File: config.mk
export PLATFORM = sky130hd
export DESIGN_NAME = register_bank
export DESIGN_NICKNAME = d
export VERILOG_FILES = /design/src/rtl/register_bank_pkg.sv /design/src/rtl/register_bank_cell.sv /design/src/rtl/register_bank.sv
export SDC_FILE = /design/constraint.sdc
export NUM_CORES = 1
export LEC_CHECK = 0
export ABC_CLOCK_PERIOD_IN_PS = 2700
export CAP_MARGIN = 0
export CORE_UTILIZATION = 29
export DETAILED_ROUTE_END_ITERATION = 6
export HOLD_SLACK_MARGIN = 0.02
export PLACE_DENSITY = 0.61
export SYNTH_ARGS = -nofsm -noshare
export SYNTH_HDL_FRONTEND = slang
export SYNTH_HIERARCHICAL = 1
export SYNTH_SLANG_ARGS = --single-unit
File: constraint.sdc
create_clock -name clk -period 2.7 [get_ports clk]
set_input_delay 0.81 -clock clk [delete_from_list [all_inputs] [get_ports clk]]
set_output_delay 0.81 -clock clk [all_outputs]
set_load 0.005 [all_outputs]
File: src/rtl/register_bank_pkg.sv
// register_bank_pkg: mode encoding and default sizing shared by the register bank.
package register_bank_pkg;
  typedef enum logic [1:0] {
    MODE_LOAD   = 2'b00,
    MODE_ROTATE = 2'b01,
    MODE_SHIFT  = 2'b10,
    MODE_CLEAR  = 2'b11
  } mode_t;
  localparam int DEF_WIDTH = 8;
  localparam int DEF_CHANNELS = 2;
endpackage

File: src/rtl/register_bank_cell.sv
// register_cell: one channel flop with async reset, sync set and change-detect pulse.
module register_cell #(
  parameter int WIDTH = 8
) (
  input  logic             clk,
  input  logic             rst,
  input  logic             set,
  input  logic [WIDTH-1:0] set_val,
  input  logic [WIDTH-1:0] nxt,
  output logic [WIDTH-1:0] q,
  output logic             upd
);
  logic [WIDTH-1:0] n;
  assign n = set ? set_val : nxt;
  always_ff @(posedge clk or posedge rst)
    if (rst) begin
      q   <= '0;
      upd <= 1'b0;
    end else begin
      q   <= n;
      upd <= n != q;
    end
endmodule

File: src/rtl/register_bank.sv
// register_bank: CHANNELS registers with load/rotate/shift/clear and per-channel update pulses.
module register_bank
  import register_bank_pkg::*;
#(
  parameter int              WIDTH    = DEF_WIDTH,
  parameter int              CHANNELS = DEF_CHANNELS,
  parameter logic [WIDTH-1:0] SET_VAL = '1
) (
  input  logic                      clk,
  input  logic                      rst,
  input  logic                      set,
  input  logic [1:0]                mode,
  input  logic [CHANNELS-1:0]       ld_en,
  input  logic [CHANNELS*WIDTH-1:0] d,
  output logic [CHANNELS*WIDTH-1:0] q,
  output logic [CHANNELS-1:0]       upd
);
  mode_t m;
  assign m = mode_t'(mode);
  for (genvar i = 0; i < CHANNELS; i++) begin : g_ch
    localparam int P = (i == 0) ? CHANNELS - 1 : i - 1;
    logic [WIDTH-1:0] cur, prv, din, shf, nxt;
    assign cur = q[i*WIDTH +: WIDTH];
    assign prv = q[P*WIDTH +: WIDTH];
    assign din = d[i*WIDTH +: WIDTH];
    // channel 0 is the serial input of the shift chain
    assign shf = (i == 0) ? din : prv;
    assign nxt = (m == MODE_LOAD)   ? (ld_en[i] ? din : cur) :
                 (m == MODE_ROTATE) ? prv :
                 (m == MODE_SHIFT)  ? shf :
                 (ld_en[i] ? '0 : cur);
    register_cell #(.WIDTH(WIDTH)) u_cell (
      .clk(clk), .rst(rst), .set(set), .set_val(SET_VAL), .nxt(nxt),
      .q(q[i*WIDTH +: WIDTH]), .upd(upd[i])
    );
  end
endmodule

# --- Word-level counts from Yosys, hierarchy flattened ---
# Cells that the tools add are included.
word_totals:
  regBits: 18
  input_bits: 23
  output_inout_bits: 18
classes:
  n_reduce_logical: 1
  n_eq_ne: 4
  mux: 12
ops:
  columns: ["cell", "count"]
  rows:
  - ["8-bit two-way mux", 12]
  - ["8-bit != test", 2]
  - ["2-bit by 1-bit equality test with 1-bit output (second input constant)", 1]
  - ["2-bit equality test (second input constant)", 1]
  - ["2-bit zero test", 1]

# --- Depth between registers and ports, before layout ---
logic_depth:
  depth_word: 6
  ltp_mapped: 9
  mapped_depth_nobuf: 7

# --- Hierarchy ---
# Netlist, hierarchy kept.
modules_own_cells:
  columns: ["mod", "area_each_um2", "instances", "seq_area_each_um2", "cells_each"]
  rows:
  - ["register_cell", 431.7, 2, 225.2, 30]
  - ["register_bank", 535.5, 1, 0.0, 75]

# --- Worst setup path after synthesis ---
# No wires, ideal clock.
synth_timing:
  kind: "input to register"
  from: "input mode[0]"
  to: "register g_ch[1].u_cell.upd"
  t_arrival_ns: 2.278
  cell_stages: 8
  path_buffers: 1
  path_slack_ns: 0.294
  setup_ns: 0.129
  required_time_ns: 2.571
  path_cell_list: "buf_2 xor2_1 nor2_2 a221o_1 mux2_4 xor2_1 nor4_1 nand2_1"
synth_via:
  elab_chain_len: 6
synth_lines:
  columns: ["element", "line", "rtl"]
  rows:
  - ["start, declared", "register_bank.sv:12", "input logic [1:0] mode,"]
  - ["2-bit equality test", "register_bank.sv:30", "(m == MODE_SHIFT) ? shf :"]
  - ["8-bit two-way mux", "register_bank.sv:30", null]
  - ["8-bit two-way mux", "register_bank.sv:29", "(m == MODE_ROTATE) ? prv :"]
  - ["8-bit two-way mux (*)", "register_bank.sv:28", "assign nxt = (m == MODE_LOAD) ? (ld_en[i] ? din : cur) :"]
  - ["via g_ch[1].nxt[6]", "register_bank.sv:22", "logic [WIDTH-1:0] cur, prv, din, shf, nxt;"]
  - ["8-bit two-way mux (*)", "register_bank_cell.sv:14", "assign n = set ? set_val : nxt;"]
  - ["via g_ch[1].u_cell.n[6]", "register_bank_cell.sv:13", "logic [WIDTH-1:0] n;"]
  - ["8-bit != test (*)", "register_bank_cell.sv:21", "upd <= n != q;"]
  - ["end signal, assigned", "register_bank_cell.sv:21", null]
  - ["end, declared", "register_bank_cell.sv:11", "output logic upd"]
# Mark *: on every way through the listed nets, which the timed path passes. The rest lies on a longest branch.

# --- Worst setup path in the final report ---
layout_timing:
  from: "input ld_en[0]"
  to: "register g_ch[0].u_cell.upd"
layout_via:
  elab_chain_len: 6
layout_lines:
  columns: ["element", "line", "rtl"]
  rows:
  - ["start, declared", "register_bank.sv:13", "input logic [CHANNELS-1:0] ld_en,"]
  - ["8-bit two-way mux", "register_bank.sv:31", "(ld_en[i] ? '0 : cur);"]
  - ["8-bit two-way mux", "register_bank.sv:30", null]
  - ["8-bit two-way mux", "register_bank.sv:29", null]
  - ["8-bit two-way mux (*)", "register_bank.sv:28", null]
  - ["via g_ch[0].nxt[3]", "register_bank.sv:22", null]
  - ["8-bit two-way mux (*)", "register_bank_cell.sv:14", null]
  - ["via g_ch[0].u_cell.n[3]", "register_bank_cell.sv:13", null]
  - ["8-bit != test (*)", "register_bank_cell.sv:21", null]
  - ["end signal, assigned", "register_bank_cell.sv:21", null]
  - ["end, declared", "register_bank_cell.sv:11", null]
# Marked as above.

==> impl_metrics.toml <==
[power_and_ir_drop]
p_total_uw = 864.3
p_per_area_mw_per_mm2 = 406.4
leakagePower_uw = 0.0009376
peakVddDrop_mv = 0.1805

[logic_synthesis]
synth_edf_count = 0
ys.flop_type = "dfrtp_1"
netlist_top_cells_area = "dfrtp_1, xor2_1, mux2i_1"
netlist.area_leader.share_pct = 32.20
yosysWarnings = 6
async_reset_ff_share_pct = 100.0
synth_cell_types = 26
synth_top_area_cell = "dfrtp_1"
synth.avg_cell_area_um2 = 10.36
netlist_instances = 135
ys_seq_area_share_pct = 32.20
synth_area_mm2 = 0.001399
ys_ff_latch = 18

[worst_setup_path]
critPathKind = "input port to flip-flop"
reg2reg_depth = 7
path_max_fanout = 3
crit_required_ps = 2830
start_kind = "input port"
reg2reg_from = "g_ch[0].u_cell/q[7]$_DFF_PP0_"
arrival_ps = 2750
rrSetupSlack_ps = 880
r2r-end = "g_ch[1].u_cell/upd$_DFF_PP0_"
end_kind = "flip-flop"

[hold_path]
min_from = "g_ch[1].u_cell/q[2]$_DFF_PP0_"
holdPathStages = 3
min_path_type = "flip-flop to flip-flop"
min_to = "g_ch[1].u_cell/upd$_DFF_PP0_"

[sta]
post-route-period-util_pct = 97.04
slew_violations = 0
finalSetupViolations = 0
worst_slack_ps = 80.05
final.setup.tns_ps = 0
min_period_ps = 2620
fmax_mhz = 381.7
skew_ps = 4.291
finalHoldViolCount = 0

[floorplan]
die_area_mm2 = 0.005105
die_w_um = 71.45
coreArea_mm2 = 0.004504
num_rows = 24
die_h_um = 71.45
start_util_pct = 31.06
io_pins = 41

[finish]
n_antenna_cell = 0
fillers = 458
nets = 228
seq_area_um2 = 450.4
drive_gt1_share_pct = 23.15
area_delta_synth_final_pct = 52.06
multi_input_area_um2 = 983.4

[grt]
antenna_found_initial = 0
grt_max_degree = 17
groute.usage.overall_pct = 14.99
use_met2_pct = 23.39
busiest_layer = "met2"
grt_pass1_wl_um = 5906
grt_pass1_vias = 1177
grt_overflow = 0
use_met1_pct = 21.10
grt_use_met3_pct = 3.235

[detailed_routing]
drcViolationCount = 0
wl_per_cell_um = 14.64
routed_wl_um = 3734
ant_nets = 0
vias = 1267
drtPass1Iterations = 4
viasPerCell = 4.969
drt_iter0_drc = 33

[run]
cap_violations = 0

[clock_tree]
clockRootBuffer = "clkbuf_8"
clk_path_buf_depth = 2
cts_made_buffers = 3
clk_pin_slew_ps = 70
tritoncts = "built"
h-tree-depth = 1
cts_hold_buf = 0
clk-insertion-delay-late_ps = 250
cts_sinks = 18

[placed_design]
hpwlAfterDp_um = 2842
dp_slack_ps = -307.0
gp_congestion = 0.8182
portBuffers = 40

[outcome]
outcome = "finished clean"
[cells by family (layout without fill, tap and decap cells)]
| logic type | count (synthesis) | after routing | share of synthesized area (%) |
|---|---|---|---|
| AOI/OAI and AO/OA | 34 | 34 | 17.71 |
| xor gates and xnor gates | 17 | 17 | 10.64 |
| buffers and inverters | 13 | 66 | 5.188 |
| DFF | 18 | 18 | 32.20 |
| muxes | 28 | 28 | 23.61 |
| other | 1 | 16 | 0.2681 |
| and+or+nand+nor | 24 | 24 | 10.38 |
[power by group]
group / leakage, uW / switching (uW) / internal (uW)
registers: 0.000207 / 46.0 / 297
logic: 0.000709 / 132 / 201
clock network: 0.0000216 / 88.9 / 99.0
total: 0.000938 / 267 / 598
[cells in the mapped netlist, types with 2 or more instances]
cell type,n
mux2i_1,12
inv_1,3
xor2_1,17
o2bb2ai_1,3
a2bb2oi_1,4
dfrtp_1,18
a21oi_1,12
a31oi_1,3
a221o_1,5
nand3b_1,5
nand2_1,7
mux2_4,8
a21o_1,3
buf_6,2
a221oi_1,4
nor4_1,4
clkbuf_1,2
mux2_2,8
buf_2,4
nor2b_1,5
[registers in the layout, indices dropped and copies added, names as in the netlist]
| signal | flops |
|---|---|
| g_ch.u_cell/q | 16 |
| g_ch.u_cell/upd | 2 |
[cell usage in the layout (no fill, tap or decap), types with 3 or more instances in the layout]
cell type,count
a21o_1,3
a21oi_1,11
a221o_1,5
a221oi_1,4
a2bb2oi_1,4
a31oi_1,3
buf_4,15
buf_6,3
clkbuf_8,3
clkdlybuf4s50_1,38
conb_1,16
dfrtp_1,18
mux2_2,7
mux2_4,9
mux2i_1,12
nand2_1,7
nand3b_1,5
nor2b_1,5
o2bb2ai_1,3
xor2_1,15
[layout make-up]
type	count	area share [%]
clock buffer	3	1.941
tap	52	3.059
inverter	4	0.7059
timing repair buffer	59	26.88
multi-input combinational	119	46.24
sequential	18	21.18
[worst max-delay path: stages]
cell and delay (ps):
clkdlybuf4s50_1 430, buf_4 160, nor2_4 130, buf_4 160
mux2i_1 180, a21oi_1 90, mux2_4 290, xor2_1 140
nor4_1 280, nand2_1 90
[per-stage QoR]
step	utilization, %	instance area [um2]	instances	hold slack, ps
3_5_place_dp	44.64	2011	251	709.4
6_report	47.22	2127	255	708.5
4_1_cts	45.94	2069	254	741.9
2_1_floorplan	-	1455	150	637.9
3_3_place_gp	44.64	2011	251	715.5
5_1_grt	47.22	2127	255	782.6
[routing by layer]
metal  share of wire (%)  up-vias
met5                   0        -
met4                0.62        0
met3                 5.4        4
met2                  47       41
met1                  47      604
li1                    -      618
[what timing repair did]
item / in CTS / in global routing
pin swaps: 2 / 6
resized for setup: 3 / 11
setup endpoints to repair: 1 / 2
setup buffers: 0 / 1
[worst max path at each step]
| stage | startpoint | to | slack, ps | cells past startpoint |
|---|---|---|---|---|
| after floorplan | mode[0] | g_ch[1].u_cell/upd$_DFF_PP0_ | 290 | 8 |
| after global placement | mode[1] | g_ch[1].u_cell/upd$_DFF_PP0_ | -240 | 9 |
| after detailed placement | mode[1] | g_ch[1].u_cell/upd$_DFF_PP0_ | -310 | 9 |
| after CTS | mode[1] | g_ch[1].u_cell/upd$_DFF_PP0_ | 20 | 9 |
| after global routing | ld_en[0] | g_ch[0].u_cell/upd$_DFF_PP0_ | -30 | 10 |
| final | ld_en[0] | g_ch[0].u_cell/upd$_DFF_PP0_ | 80 | 10 |
Power figures use the tool's default switching activity.
